## src/rtl/ysyx_22041461_if_fetch_pkg.sv

```systemverilog
// Shared definitions for the IF fetch responder: FSM encoding, beat geometry.
package ysyx_22041461_if_fetch_pkg;

  localparam int INST_WIDTH = 32;
  localparam int MEM_WIDTH  = 64;

  // One memory beat carries two instructions, so requests drop pc[2:0].
  localparam logic [63:0] BEAT_MASK = ~64'h7;

  typedef enum logic [1:0] {
    IDLE = 2'd0,
    REQ  = 2'd1,
    WAIT = 2'd2,
    HOLD = 2'd3
  } fetch_state_e;

endpackage

```

## src/rtl/ysyx_22041461_inst_sel.sv

```systemverilog
// Picks the 32-bit instruction word out of a 64-bit memory beat.
module ysyx_22041461_inst_sel
  import ysyx_22041461_if_fetch_pkg::*;
#(
  parameter int MEM_W  = MEM_WIDTH,
  parameter int INST_W = INST_WIDTH
) (
  input  logic              hi,
  input  logic [MEM_W-1:0]  beat,
  output logic [INST_W-1:0] word
);

  assign word = hi ? beat[2*INST_W-1:INST_W] : beat[INST_W-1:0];

endmodule

```

## src/rtl/ysyx_22041461_if_fetch.sv

```systemverilog
// IF stage fetch responder: one outstanding imem request, ID handoff, PC control.
module ysyx_22041461_if_fetch
  import ysyx_22041461_if_fetch_pkg::*;
#(
  parameter int ADDR_W = 64,
  parameter int MEM_W  = MEM_WIDTH,
  parameter int INST_W = INST_WIDTH
) (
  input  logic              clk,
  input  logic              rst,
  input  logic [ADDR_W-1:0] pc,
  input  logic              redirect,
  output logic              pc_enable,
  output logic              pc_sel,
  output logic              imem_req_valid,
  input  logic              imem_req_ready,
  output logic [ADDR_W-1:0] imem_req_addr,
  input  logic              imem_rsp_valid,
  input  logic [MEM_W-1:0]  imem_rsp_data,
  output logic              id_valid,
  input  logic              id_ready,
  output logic [INST_W-1:0] id_inst,
  output logic [ADDR_W-1:0] id_pc
);

  fetch_state_e      state, state_nxt;
  logic              kill, kill_nxt;
  logic [ADDR_W-1:0] pc_l, pc_l_nxt;
  logic              id_valid_nxt;
  logic [INST_W-1:0] id_inst_nxt;
  logic [ADDR_W-1:0] id_pc_nxt;
  logic [INST_W-1:0] rsp_word;
  logic              handoff;

  ysyx_22041461_inst_sel #(
    .MEM_W (MEM_W),
    .INST_W(INST_W)
  ) u_inst_sel (
    .hi  (pc_l[2]),
    .beat(imem_rsp_data),
    .word(rsp_word)
  );

  assign handoff        = id_valid & id_ready;
  // Redirect takes priority over the sequential pc+4 step.
  assign pc_sel         = redirect;
  assign pc_enable      = redirect | (handoff & ~redirect);
  assign imem_req_valid = (state == REQ);
  assign imem_req_addr  = pc & BEAT_MASK[ADDR_W-1:0];

  always_comb begin
    state_nxt    = state;
    kill_nxt     = kill;
    pc_l_nxt     = pc_l;
    id_valid_nxt = id_valid;
    id_inst_nxt  = id_inst;
    id_pc_nxt    = id_pc;
    case (state)
      IDLE: state_nxt = REQ;
      REQ: begin
        // The request is never withdrawn; a redirect only poisons its response.
        if (redirect) kill_nxt = 1'b1;
        if (imem_req_ready) begin
          pc_l_nxt  = pc;
          state_nxt = WAIT;
        end
      end
      WAIT: begin
        if (imem_rsp_valid) begin
          kill_nxt  = 1'b0;
          state_nxt = IDLE;
          if (!kill && !redirect) begin
            id_inst_nxt  = rsp_word;
            id_pc_nxt    = pc_l;
            id_valid_nxt = 1'b1;
            state_nxt    = HOLD;
          end
        end else if (redirect) begin
          kill_nxt = 1'b1;
        end
      end
      HOLD: begin
        if (redirect || handoff) begin
          id_valid_nxt = 1'b0;
          state_nxt    = IDLE;
        end
      end
      default: state_nxt = IDLE;
    endcase
  end

  always_ff @(posedge clk or negedge rst) begin
    if (!rst) begin
      state    <= IDLE;
      kill     <= 1'b0;
      pc_l     <= '0;
      id_valid <= 1'b0;
      id_inst  <= '0;
      id_pc    <= '0;
    end else begin
      state    <= state_nxt;
      kill     <= kill_nxt;
      pc_l     <= pc_l_nxt;
      id_valid <= id_valid_nxt;
      id_inst  <= id_inst_nxt;
      id_pc    <= id_pc_nxt;
    end
  end

endmodule

```

## config.mk

```make
export PLATFORM = sky130hd
export DESIGN_NAME = ysyx_22041461_if_fetch
export DESIGN_NICKNAME = d
export VERILOG_FILES = /design/src/rtl/ysyx_22041461_if_fetch_pkg.sv /design/src/rtl/ysyx_22041461_inst_sel.sv /design/src/rtl/ysyx_22041461_if_fetch.sv
export SDC_FILE = /design/constraint.sdc
export NUM_CORES = 1
export LEC_CHECK = 0
export CELL_PAD_IN_SITES_DETAIL_PLACEMENT = 1
export CELL_PAD_IN_SITES_GLOBAL_PLACEMENT = 1
export CORE_UTILIZATION = 30
export DETAILED_ROUTE_END_ITERATION = 6
export GPL_TIMING_DRIVEN = 0
export PLACE_DENSITY_LB_ADDON = 0.05
export SLEW_MARGIN = 0
export SYNTH_ARGS = -nofsm -noshare
export SYNTH_HDL_FRONTEND = slang
export SYNTH_SLANG_ARGS = --single-unit
```

## constraint.sdc

```tcl
create_clock -name clk -period 4.4 [get_ports clk]
set_input_delay 1.1 -clock clk [delete_from_list [all_inputs] [get_ports clk]]
set_output_delay 1.1 -clock clk [all_outputs]
set_load 0.02 [all_outputs]
```

=== Yosys cells after proc, flatten, opt, wreduce, memory -nomap -nowiden ===
Cells that the tools add are included.

* Bits in registers: 164
* Bits of input ports: 134
* Output and inout bits: 164
* Logic and storage cells: 41

* Equal/unequal tests: 7
* Muxes and demuxes: 13
* Bitwise gates (word level): 4
* Reductions and logical operators: 11

{| class="wikitable"
|+ Operators with widths
! kind !! number
|-
| 2-to-1 mux 32 bit || 1
|-
| 2-to-1 mux 2 bit || 4
|-
| one-hot mux 2 bit (4 select lines) || 1
|-
| inequality test 2 bit, second input constant || 3
|-
| AND reduction 3 bit || 2
|-
| 2-to-1 mux 1 bit || 5
|-
| equality test 2 bit, second input constant || 2
|-
| one-hot mux 1 bit (2 select lines) || 2
|-
| AND reduction 4 bit || 1
|-
| nonzero test 2 bit || 2
|-
| bitwise AND 1 bit || 2
|-
| equality test 2 x 1 -> 1 bit, second input constant || 1
|-
| logical NOT 1 bit || 2
|-
| logical NOT 2 bit || 1
|-
| inequality test 2 x 1 -> 1 bit, second input constant || 1
|-
| AND reduction 2 bit || 1
|-
| logical AND 1 bit || 1
|-
| logical OR 1 bit || 1
|-
| inverter 1 bit || 1
|-
| bitwise OR 1 bit || 1
|}

=== Longest topological paths before layout ===
* Word-level depth: 5
* Gate-level depth with buffers: 7
* Gate-level depth less buffers: 5

=== Hierarchy ===
Synthesis repeated with hierarchy kept, for this count alone.

* Cells, all modules: 470
* Area total of the unflattened synthesis: 7,404.6 µm²

{| class="wikitable"
|+ By module, submodules not included
! module !! times used !! cells each !! area an instance (µm²) !! seq. area each (µm²)
|-
| ysyx_22041461_if_fetch || 1 || 434 || 6,860.3 || 4,103.9
|-
| ysyx_22041461_inst_sel || 1 || 36 || 544.3 || 0.0
|}

=== Worst setup path before layout ===
OpenSTA, ideal clock, no wires.

* Path kind: input to output
* Start point: input port id_ready
* End point: output port pc_enable
* Arrival: 1,448 ps
* Required time: 3,300 ps
* Path slack: 1,852 ps
* Stages on the path: 2
* Path buffers: 0
* Cells stage by stage: a21oi_1 > inv_1

* Cells in the longest elaborated chain, start to end: 3

{| class="wikitable"
|+ RTL lines
! item !! line !! RTL
|-
| start: declaration || ysyx_22041461_if_fetch.sv:21 || <nowiki>input logic id_ready,</nowiki>
|-
| bitwise AND 1 bit || ysyx_22041461_if_fetch.sv:44 || <nowiki>assign handoff = id_valid & id_ready;</nowiki>
|-
| bitwise AND 1 bit || ysyx_22041461_if_fetch.sv:47 || <nowiki>assign pc_enable = redirect | (handoff & ~redirect);</nowiki>
|-
| bitwise OR 1 bit || ysyx_22041461_if_fetch.sv:47 ||
|-
| end: declaration || ysyx_22041461_if_fetch.sv:13 || <nowiki>output logic pc_enable,</nowiki>
|}

No other way between the ends.

=== Worst setup path in the final report ===
* Start point: input port redirect
* End point: output port pc_enable

* Cells in the longest elaborated chain, start to end: 3

{| class="wikitable"
|+ RTL lines
! item !! line !! RTL
|-
| start: declaration || ysyx_22041461_if_fetch.sv:12 || <nowiki>input logic redirect,</nowiki>
|-
| inverter 1 bit || ysyx_22041461_if_fetch.sv:47 ||
|-
| bitwise AND 1 bit || ysyx_22041461_if_fetch.sv:47 ||
|-
| bitwise OR 1 bit (*) || ysyx_22041461_if_fetch.sv:47 ||
|}

Mark *: on every way between the ends. The rest lies on a longest branch, timed or not.

==> flow_summary.ini <==
[clock_network]
cts_tree = yes
cts_buffers = 17
clk_path_buf_depth = 2
clkTransAtPathRegs_ns = 0.06
cts_hold_buffers = 0
cts_root_buffer = clkbuf_16
clkLatencyLatePin_ns = 0.42
clock_sinks = 164
htreeDepth = 4
cts_resized = 0
post_cts_buffers = 0

[finish]
n_fill_cell = 2481
diodes = 0
multi_input_area_um2 = 2432
drive_gt1_frac = 0.2998
utilization = 0.4746
seq_area_um2 = 4104
area_growth_pct = 54.97
final_cell_count_no_fill = 1153
nNetsFinal = 959

[timing]
fin_setup_tns_ns = 0
slew_headroom = 0.5622
layout_min_cycle_time_ns = 3.760
max_freq_mhz = 265.9
grt_setup_unrepaired = false
finalHoldViolCount = 0
setup_ws_ns = 0.6398
finalCritPeriodShare = 0.8546
slew_violations = 0
fin_skew_ns = 0.01033
tightest_slew_ns = 0.6567
setup_viol = 0

[setup_path]
startpoint = redirect
path_class = in2out
path_cells = clkdlybuf4s50_1 -> a21oi_1 -> inv_1 -> clkdlybuf4s50_1
crit_top_cell = clkdlybuf4s50_1
crit_slowest_cell = clkdlybuf4s50_1
startpoint_type = input pin
critPathCaptureType = output port
worst-path-max-fanout = 8
max_stage_delay_ns = 0.55
critPathRequiredTime_ns = 3.30
cp.arrival_ns = 2.66
r2r-start = state[1]$_DFFE_PN0P_

[placement]
gp_congestion = 0.7305
io_buffers = 294
hpwl_mm = 14.81
dpl.cell_count = 1121
pre_cts_ws_ns = 0.6633

[synthesis]
synth_edf_count = 0
yosysMostFrequentCell = dfrtp_1
synth-seq-cells = 164
ys_seq_area_frac = 0.5691
syn_inst = 505
synth_cell_type_count = 23
syn-cell-area_um2 = 7211
ys_top_cells_by_area = dfrtp_1 57%, mux2_2 12%, mux2_4 11%
synth_common_cells = 164 x dfrtp_1, 75 x mux2_2, 65 x buf_4, 53 x mux2_4
yosysTopAreaCell = dfrtp_1
async_flop_share = 1.000
avgSynthCellArea_um2 = 14.28
synth_top_area_share = 0.5691
synthFlopType = dfrtp_1
yosys_warnings = 0

[hold_path]
min_from = pc_l[55]$_DFFE_PN0P_
worstHoldPathType = reg2reg

[global_routing]
grt_pass1_wl_mm = 30.09
antenna_found_initial = 0
first_global_vias = 5491
grt_max_degree = 87
overflow = 0
grt_usage = 0.1608

[die]
die_area_um2 = 24660
num_io_pins = 298
core_area_um2 = 23540
die_w_um = 157.0
initial_core_util = 0.3063
die_h_um = 157.0
num_rows = 56

[route]
vias = 4971
wl_met3_mm = 1.342
drt-met1-wl_mm = 8.049
drc = 0
vias_per_cell = 4.311
drtPass1Iterations = 4
wl_per_cell_um = 17.00
dr.max_layer_used = met4
drt-initial-drc-count = 83
route.met2.wl_mm = 9.996
antenna_left = 0
drt_wl_total_mm = 19.60

[pwr]
ir_drop_uv = 261.3
powerDensity_nw_per_um2 = 609.1
leakagePower_uw = 0.004967

[flow_run]
cap_viol_max_count = 0

[run_status]
status = completed
[state kept, by name, summed over array words and instances, names as in the netlist]
| register | count |
|---|---|
| id_pc | 64 |
| pc_l | 64 |
| id_inst | 32 |
| state | 2 |
| id_valid | 1 |
| kill | 1 |
[final timing paths]
path                            cells after the start  slack [ns]                       to
worst max-delay path                                4        0.64                pc_enable
worst min-delay path                                1        0.50    id_pc[55]$_DFFE_PN0P_
worst max register to register                      5        2.39     pc_l[56]$_DFFE_PN0P_
worst min register to register                      1        0.50    id_pc[55]$_DFFE_PN0P_
max in group asynchronous                           2        2.91    id_pc[45]$_DFFE_PN0P_
min in group asynchronous                           1        0.62  id_inst[19]$_DFFE_PN0P_
[cell usage in the layout, fill, tap and decap left out, types with 2 or more instances in the layout]
cell               n
buf_2             14
clkdlybuf4s50_1  293
nor2_1            35
mux2_4            53
dfrtp_1          164
mux2i_1           33
a21oi_1           35
mux2_2            75
clkinvlp_4         3
buf_4             65
clkbuf_16         17
buf_6             10
ha_1               4
nor2b_1            2
conb_1             3
inv_6              4
inv_1              3
inv_8              3
clkinv_4           2
a31oi_1            2
[power by group]
group	switching, uW	internal [uW]
Clock	654	815
Sequential	363	2180
Combinational	1240	1550
Total	2260	4550
[through the flow]
stage	power, uW	area [um2]	hold WS, ns
floorplan	4093	7218	0.4736
CTS	6930	11170	0.5057
global route	7210	11170	0.5156
global placement	5291	10560	0.4822
detailed placement	5411	10590	0.4885
finish	6806	11170	0.5034
[area by class of cell]
cell class	count	share of cell area
clock buffers	19	0.03964
flip-flops and latches	164	0.3673
repair buffers	295	0.2663
clock inverters	13	0.01243
plain buffers	89	0.06002
inverters	3	0.001008
multi-input cells	251	0.2177
well taps	319	0.03572
[kinds of logic after synthesis]
kind of cell	share of synthesized area
adders and majority gates	0.006941
DFF	0.5691
buffers and inverters	0.09457
other	0.0005201
AOI/OAI and AO/OA	0.03141
muxes	0.2733
and+or+nand+nor	0.02412
[per-layer routing]
metal  global-route usage  vias up
met5                    0        -
met4              0.04207        0
met3              0.04653       16
met2               0.2813      165
met1               0.1926     2487
li1                     -     2303
[worst max-delay path: cells and delay by family]
| kind | cells | cell delay, ns |
|---|---|---|
| AOI/OAI and AO/OA | 1 | 0.38 |
| buffers and inverters | 3 | 1.18 |
Note: power is estimated with default switching activity, not from simulation.
